$ cat config.mk
export PLATFORM = sky130hd
export DESIGN_NAME = rtmq_extuart_fifo
export DESIGN_NICKNAME = d
export VERILOG_FILES = /design/src/rtl/rtmq_extuart_fifo.sv
export SDC_FILE = /design/constraint.sdc
export NUM_CORES = 1
export LEC_CHECK = 0
export ABC_AREA = 1
export CAP_MARGIN = 10
export CORE_MARGIN = 3
export CORE_UTILIZATION = 64
export CTS_CLUSTER_SIZE = 28
export DETAILED_ROUTE_END_ITERATION = 6
export DONT_BUFFER_PORTS = 1
export GPL_ROUTABILITY_DRIVEN = 0
export HOLD_SLACK_MARGIN = 0.06
export PLACE_DENSITY = 0.8
export SETUP_SLACK_MARGIN = 0.05
export SLEW_MARGIN = 20
export SYNTH_ARGS = -nofsm -noshare
export SYNTH_HDL_FRONTEND = slang
export SYNTH_SLANG_ARGS = --single-unit
$ cat constraint.sdc
create_clock -name clk -period 4.4 [get_ports clk]
set_input_delay 1.32 -clock clk [delete_from_list [all_inputs] [get_ports clk]]
set_output_delay 1.32 -clock clk [all_outputs]
set_load 0.005 [all_outputs]
$ cat src/rtl/rtmq_extuart_fifo.sv
// RTMQ external UART (gen 2): W_REG-bit words over N_LANE serial lanes with Tx/Rx FIFOs and sticky errors.
// Optional per-lane even parity symbol between the last data symbol and stop: define EXTUART_PARITY_EN.
module rtmq_extuart_fifo #(
  parameter int W_REG  = 32,
  parameter int N_LANE = 8,
  parameter int D_TXF  = 16,
  parameter int D_RXF  = 16,
  parameter int W_BAU  = 16
) (
  input  logic                   clk,
  input  logic                   rst_n,
  input  logic [W_BAU-1:0]       cfg_baud_tx,
  input  logic [W_BAU-1:0]       cfg_baud_rx,
  input  logic [W_REG-1:0]       tx_dat,
  input  logic                   tx_wr,
  output logic                   tx_full,
  output logic [$clog2(D_TXF):0] tx_lvl,
  output logic                   f_txdn,
  output logic [W_REG-1:0]       rx_dat,
  input  logic                   rx_rd,
  output logic                   rx_empty,
  output logic                   f_rxdn,
  output logic [2:0]             err_stat,
  input  logic                   err_clr,
  input  logic [N_LANE-1:0]      exu_rx,
  output logic [N_LANE-1:0]      exu_tx
);
  localparam int N_SYM = W_REG / N_LANE;
  localparam int W_SYM = (N_SYM > 1) ? $clog2(N_SYM) : 1;
  localparam int A_TX  = $clog2(D_TXF);
  localparam int A_RX  = $clog2(D_RXF);
  localparam logic [W_SYM-1:0]  SYM_LAST = W_SYM'(N_SYM - 1);
  localparam logic [N_LANE-1:0] LN_IDLE  = '1;
  localparam logic [A_TX:0]     TX_DEPTH = (A_TX+1)'(D_TXF);
  localparam logic [A_RX:0]     RX_DEPTH = (A_RX+1)'(D_RXF);

  typedef enum logic [2:0] {S_IDLE, S_START, S_DATA, S_PAR, S_STOP, S_WAIT} state_t;

`ifdef EXTUART_PARITY_EN
  function automatic logic [N_LANE-1:0] lane_par(input logic [W_REG-1:0] w);
    logic [N_LANE-1:0] p;
    p = '0;
    for (int k = 0; k < N_SYM; k++) p = p ^ w[k*N_LANE +: N_LANE];
    return p;
  endfunction
`endif

  // ---------------- Tx FIFO + Tx FSM ----------------
  logic [W_REG-1:0]  txf_mem [D_TXF];
  logic [A_TX-1:0]   txf_wp_q, txf_wp_d, txf_rp_q, txf_rp_d;
  logic [A_TX:0]     txf_cnt_q, txf_cnt_d;
  logic              tx_push, tx_pop, tx_ovf;
  logic [W_REG-1:0]  tx_head;

  state_t            tx_st_q, tx_st_d;
  logic [W_BAU-1:0]  tx_baud_q, tx_baud_d, tx_cnt_q, tx_cnt_d;
  logic [W_SYM-1:0]  tx_sym_q, tx_sym_d;
  logic [N_LANE-1:0] exu_tx_q, exu_tx_d;
  logic              txdn_p_q, txdn_p_d, f_txdn_q;
  logic              tx_tick;

  // The head word stays in the FIFO for the whole frame; it is popped when its stop symbol ends.
  assign tx_head = txf_mem[txf_rp_q];
  assign tx_full = (txf_cnt_q == TX_DEPTH);
  assign tx_tick = (tx_cnt_q == '0);
  assign tx_push = tx_wr && (!tx_full || tx_pop);
  assign tx_ovf  = tx_wr && tx_full && !tx_pop;

  always_comb begin
    tx_st_d   = tx_st_q;
    tx_baud_d = tx_baud_q;
    tx_cnt_d  = tx_tick ? tx_baud_q : tx_cnt_q - W_BAU'(1);
    tx_sym_d  = tx_sym_q;
    tx_pop    = 1'b0;
    txdn_p_d  = 1'b0;
    exu_tx_d  = LN_IDLE;
    case (tx_st_q)
      S_IDLE: begin
        if (txf_cnt_q != '0) begin
          tx_st_d   = S_START;
          tx_baud_d = cfg_baud_tx;
          tx_cnt_d  = cfg_baud_tx;
        end
      end
      S_START: begin
        exu_tx_d = '0;
        if (tx_tick) begin
          tx_st_d  = S_DATA;
          tx_sym_d = '0;
        end
      end
      S_DATA: begin
        exu_tx_d = tx_head[int'(tx_sym_q)*N_LANE +: N_LANE];
        if (tx_tick) begin
          tx_sym_d = tx_sym_q + W_SYM'(1);
          if (tx_sym_q == SYM_LAST) begin
`ifdef EXTUART_PARITY_EN
            tx_st_d = S_PAR;
`else
            tx_st_d = S_STOP;
`endif
          end
        end
      end
`ifdef EXTUART_PARITY_EN
      S_PAR: begin
        exu_tx_d = lane_par(tx_head);
        if (tx_tick) tx_st_d = S_STOP;
      end
`endif
      S_STOP: begin
        if (tx_tick) begin
          tx_pop = 1'b1;
          if (txf_cnt_q > (A_TX+1)'(1) || tx_wr) begin
            tx_st_d   = S_START;
            tx_baud_d = cfg_baud_tx;
            tx_cnt_d  = cfg_baud_tx;
          end else begin
            tx_st_d  = S_IDLE;
            txdn_p_d = 1'b1;
          end
        end
      end
      default: tx_st_d = S_IDLE;
    endcase
  end

  always_comb begin
    txf_wp_d  = txf_wp_q + A_TX'(tx_push);
    txf_rp_d  = txf_rp_q + A_TX'(tx_pop);
    txf_cnt_d = txf_cnt_q + (A_TX+1)'(tx_push) - (A_TX+1)'(tx_pop);
  end

  always_ff @(posedge clk) begin
    if (tx_push) txf_mem[txf_wp_q] <= tx_dat;
  end

  // f_txdn is delayed one cycle so it lands on the first idle cycle of the line.
  always_ff @(posedge clk) begin
    if (!rst_n) begin
      tx_st_q   <= S_IDLE;
      tx_baud_q <= '0;
      tx_cnt_q  <= '0;
      tx_sym_q  <= '0;
      exu_tx_q  <= LN_IDLE;
      txdn_p_q  <= 1'b0;
      f_txdn_q  <= 1'b0;
      txf_wp_q  <= '0;
      txf_rp_q  <= '0;
      txf_cnt_q <= '0;
    end else begin
      tx_st_q   <= tx_st_d;
      tx_baud_q <= tx_baud_d;
      tx_cnt_q  <= tx_cnt_d;
      tx_sym_q  <= tx_sym_d;
      exu_tx_q  <= exu_tx_d;
      txdn_p_q  <= txdn_p_d;
      f_txdn_q  <= txdn_p_q;
      txf_wp_q  <= txf_wp_d;
      txf_rp_q  <= txf_rp_d;
      txf_cnt_q <= txf_cnt_d;
    end
  end

  // ---------------- Rx synchroniser + Rx FSM ----------------
  logic [N_LANE-1:0] rx_m_q, rx_s_q;
  logic              rx_prev_q;
  state_t            rx_st_q, rx_st_d;
  logic [W_BAU-1:0]  rx_baud_q, rx_baud_d, rx_cnt_q, rx_cnt_d;
  logic [W_SYM-1:0]  rx_sym_q, rx_sym_d;
  logic [W_REG-1:0]  rx_word_q, rx_word_d;
  logic              rx_perr_q, rx_perr_d;
  logic              rx_tick, rx_push, rx_ferr, rx_perr_ev;

  assign rx_tick = (rx_cnt_q == '0);

  always_comb begin
    rx_st_d    = rx_st_q;
    rx_baud_d  = rx_baud_q;
    rx_cnt_d   = rx_tick ? rx_baud_q : rx_cnt_q - W_BAU'(1);
    rx_sym_d   = rx_sym_q;
    rx_word_d  = rx_word_q;
    rx_perr_d  = rx_perr_q;
    rx_push    = 1'b0;
    rx_ferr    = 1'b0;
    rx_perr_ev = 1'b0;
    case (rx_st_q)
      S_IDLE: begin
        if (rx_prev_q && !rx_s_q[0]) begin
          rx_st_d   = S_START;
          rx_baud_d = cfg_baud_rx;
          rx_cnt_d  = (cfg_baud_rx >> 1) - W_BAU'(1);
          rx_perr_d = 1'b0;
        end
      end
      S_START: begin
        if (rx_tick) begin
          rx_st_d  = rx_s_q[0] ? S_IDLE : S_DATA;
          rx_sym_d = '0;
        end
      end
      S_DATA: begin
        if (rx_tick) begin
          rx_word_d[int'(rx_sym_q)*N_LANE +: N_LANE] = rx_s_q;
          rx_sym_d = rx_sym_q + W_SYM'(1);
          if (rx_sym_q == SYM_LAST) begin
`ifdef EXTUART_PARITY_EN
            rx_st_d = S_PAR;
`else
            rx_st_d = S_STOP;
`endif
          end
        end
      end
`ifdef EXTUART_PARITY_EN
      S_PAR: begin
        if (rx_tick) begin
          rx_perr_d = (rx_s_q != lane_par(rx_word_q));
          rx_st_d   = S_STOP;
        end
      end
`endif
      S_STOP: begin
        if (rx_tick) begin
          rx_perr_ev = rx_perr_q;
          if (rx_s_q != LN_IDLE) begin
            rx_ferr = 1'b1;
            rx_st_d = S_WAIT;
          end else begin
            rx_push = !rx_perr_q;
            rx_st_d = S_IDLE;
          end
        end
      end
      S_WAIT: begin
        if (rx_s_q == LN_IDLE) rx_st_d = S_IDLE;
      end
      default: rx_st_d = S_IDLE;
    endcase
  end

  always_ff @(posedge clk) begin
    if (!rst_n) begin
      rx_m_q    <= LN_IDLE;
      rx_s_q    <= LN_IDLE;
      rx_prev_q <= 1'b1;
      rx_st_q   <= S_IDLE;
      rx_baud_q <= '0;
      rx_cnt_q  <= '0;
      rx_sym_q  <= '0;
      rx_perr_q <= 1'b0;
    end else begin
      rx_m_q    <= exu_rx;
      rx_s_q    <= rx_m_q;
      rx_prev_q <= rx_s_q[0];
      rx_st_q   <= rx_st_d;
      rx_baud_q <= rx_baud_d;
      rx_cnt_q  <= rx_cnt_d;
      rx_sym_q  <= rx_sym_d;
      rx_perr_q <= rx_perr_d;
    end
  end

  always_ff @(posedge clk) begin
    rx_word_q <= rx_word_d;
  end

  // ---------------- Rx FIFO + error status ----------------
  logic [W_REG-1:0] rxf_mem [D_RXF];
  logic [A_RX-1:0]  rxf_wp_q, rxf_wp_d, rxf_rp_q, rxf_rp_d;
  logic [A_RX:0]    rxf_cnt_q, rxf_cnt_d;
  logic             rxf_push, rxf_pop, rxf_full, rx_ovf;
  logic [W_REG-1:0] rx_dat_q, rx_dat_d;
  logic             f_rxdn_q;
  logic [2:0]       err_q, err_d;

  assign rxf_full = (rxf_cnt_q == RX_DEPTH);
  assign rxf_pop  = rx_rd && (rxf_cnt_q != '0);
  assign rxf_push = rx_push && (!rxf_full || rxf_pop);
  assign rx_ovf   = rx_push && rxf_full && !rxf_pop;

  // Show-ahead head register: the word being pushed this cycle becomes the head when nothing older remains.
  always_comb begin
    rxf_wp_d  = rxf_wp_q + A_RX'(rxf_push);
    rxf_rp_d  = rxf_rp_q + A_RX'(rxf_pop);
    rxf_cnt_d = rxf_cnt_q + (A_RX+1)'(rxf_push) - (A_RX+1)'(rxf_pop);
    if (rxf_cnt_d == '0)                          rx_dat_d = rx_dat_q;
    else if (rxf_push && (rxf_rp_d == rxf_wp_q)) rx_dat_d = rx_word_q;
    else                                          rx_dat_d = rxf_mem[rxf_rp_d];
    err_d = (err_clr ? 3'b000 : err_q) | {rx_perr_ev, tx_ovf | rx_ovf, rx_ferr};
  end

  always_ff @(posedge clk) begin
    if (rxf_push) rxf_mem[rxf_wp_q] <= rx_word_q;
  end

  always_ff @(posedge clk) begin
    if (!rst_n) begin
      rxf_wp_q  <= '0;
      rxf_rp_q  <= '0;
      rxf_cnt_q <= '0;
      rx_dat_q  <= '0;
      f_rxdn_q  <= 1'b0;
      err_q     <= 3'b000;
    end else begin
      rxf_wp_q  <= rxf_wp_d;
      rxf_rp_q  <= rxf_rp_d;
      rxf_cnt_q <= rxf_cnt_d;
      rx_dat_q  <= rx_dat_d;
      f_rxdn_q  <= rxf_push;
      err_q     <= err_d;
    end
  end

  assign tx_lvl   = txf_cnt_q;
  assign f_txdn   = f_txdn_q;
  assign exu_tx   = exu_tx_q;
  assign rx_dat   = rx_dat_q;
  assign rx_empty = (rxf_cnt_q == '0);
  assign f_rxdn   = f_rxdn_q;
  assign err_stat = err_q;

endmodule

==> metrics <==
first-pass GRT wire length 198000 um; worst skew pair latency 0.71 ns; Total GRT Usage 0.311; Required @ worst endpoint 5.00 ns; Post-CTS Resized 0; Slew HR 0.345; vias per cell 6.05; DIE AREA about 84000 sq um; WL/cell 21.9 um; Nets 4939; First-pass DRT Iterations 6; HP Start rx_m_q[0]; DRC violations left 0; Post-synth top cells nand2_1, edfxtp_1, nand3_1; hold-fix buffers at CTS 0; Worst Tran Pin Value 0.982 ns; dpl hpwl 72500 um; skew final roughly 0.046 ns; I/O pins 129; width of the die 290 um; reg-to-reg startpoint rx_cnt_q[0]; most used cell, CP inv_1; PnR worst setup slack 0.544 ns; Leak 0.0211 uW; crit path DAT 4.46 ns; largest net degree at the start of global routing 213; Setup crit start kind flop; peak supply drop 0.765 mV; Final Hold Vio Count 0; most common cell in the synthesized netlist nand2_1; Layout Cells excl Fill approximately 6000; crit path kind reg2reg; Routed WL 131000 um; ys async rst share 0; number of CTS-inserted buffers 117; fmax 259 MHz; status complete, no violations; number of synthesized flops with an enable pin 1056; Hold WC Path Type reg2reg; max cap viols 0; mapped cell area 51400 sq um; CP top delay family simple AND/OR/NAND/NOR gates; PortBufs 0; Initial Util 0.649; CP max stage delay between 0.4 and 0.5 ns; DRT antenna net count 0; initial antenna violation count 8; total negative slack 0 ns; sequential fraction of the synthesis area 0.679; Cells after DPL 5760; GRT overflow 0; pre-CTS setup slack 0.335 ns; CTS max path bufs 3; post-synth net total ~5000; finished layout cell area around 57000 sq um; vias in the first global route 34753; CTS tree yes; Die H 290 um; layout cells sized above 1 0.0758; placement row count around 100; post-synth top area cell edfxtp_1; vias 36260; Pwr Density 560 nW/um^2; synth unique cells 49; CORE AREA a little under 80000 sq um; Crit-path slowest cell fa_1; CTS root buf clkbuf_16; fin crit period 3.86 ns; synth warn 0; r2r setup slk 0.54 ns; Yosys top cell area share 0.616; CP startpoint rx_cnt_q[0]; final setup vio count 0; Final Cycle Share 0.876; Seq cells post-synth 1218; CTS H-tree depth 3; Post-Syn Instances 4888; CTS Sinks 1218; Avg Inst Size Synth 10.5 sq um; DP Area 52900 sq um; Area Growth Syn to Fin 10.6%; fill cell count ~5100; Post-CTS Setup Inserts 0; fin. max-slew vios 0; RSZ-0062 raised after global routing no; Main synth FF type edfxtp_1; Critical Path Sink Type flop; CTS clk-pin slew, worst paths ~0.060 ns; worst-path maximum fanout 21; crit-path cells inv_1 > ha_1 > nand2_2 > nor2_1 > nand4_1 > nor2_4 > nand2_1 > o21ai_0 > ha_1 > inv_1 > fa_1 > inv_1 > a21oi_1 > o21bai_1 > xor2_1 > nand3_2 > buf_4 > inv_1 > nand2_1 > a21oi_1; initial DRC count 5149; synth top area cells edfxtp_1, nand2_1, dfxtp_1; WP buf/inv 5
## final timing paths
path / end / cells past startpoint
hold / removal: rx_s_q[0] / 1
hold reg to reg: rx_s_q[0] / 1
setup reg to reg: rx_dat[16] / 20
setup / recovery: rx_dat[16] / 20
## state kept, by name, summed over array words and instances (netlist names), 5 cells and up
register and flops:
txf_mem 512, rx_baud_q 16, rx_word_q 32, tx_cnt_q 16, tx_baud_q 16, rx_cnt_q 16, tx_lvl 5, rxf_mem 512
rxf_cnt_q 5, rx_m_q 8, rx_dat 32, exu_tx 8, rx_s_q 8
## placed cells by master (no fill, tap or decap), types with 18 or more instances in the layout
cell,instances
inv_1,337
edfxtp_1,1056
nor2_4,40
nor2_1,386
buf_12,40
or2_2,20
nand3_1,456
dfxtp_1,160
clkbuf_16,118
a21oi_1,127
o21ai_1,60
ha_1,29
buf_4,38
nand2_1,1462
clkinv_2,18
clkbuf_1,28
o21ai_0,211
nand4_1,57
clkbuf_8,20
o211ai_1,102
## layer usage
metal  track usage  routed length [um]  part of all wire  up-vias
met5             0                  34           0.00026        -
met1         0.400               47300              0.36    17037
li1              -                   -                 -    16502
met4         0.137                6020             0.046        6
met3        0.0631               14400              0.11      455
met2         0.517               63500              0.48     2260
## metrics by stage
step	utilization	total power [uW]	hold WS, ns
CTS	0.718	31800	0.399
finish	0.718	31800	0.395
global route	0.718	33300	0.395
floorplan	-	19900	0.390
global placement	0.667	21300	0.396
detailed placement	0.667	21600	0.402
## kinds of logic (layout without fill, tap and decap cells)
logic type,count (synthesis),count (layout),synth area share
and+or+nand+nor,2462,2462,0.198
DFF,1218,1218,0.679
buffers and inverters,607,653,0.0498
AOI/OAI and AO/OA,541,541,0.0598
adders and majority gates,33,33,0.00832
xor gates and xnor gates,26,26,0.00443
other,1,6,0.0000729
## where the power goes
part	leakage, uW	switching [uW]	internal, uW
clock	0.00194	4310	5900
combinational	0.00898	5590	2520
sequential	0.0102	447	13100
total	0.0211	10300	21500
## cell type report
class / instances / area, sq um / share of cell area
Timing Repair Buffer: 78 / 1090 / 0.0191
Antenna cell: 5 / 12.5 / 0.000220
Inverter: 351 / 1330 / 0.0233
Tap cell: 1050 / 1310 / 0.0231
Multi-Input combinational cell: 3063 / 14200 / 0.250
Clock buffer: 169 / 3350 / 0.0588
Sequential cell: 1218 / 35000 / 0.614
Clock inverter: 55 / 647 / 0.0114
Power figures use the tool's default switching activity.
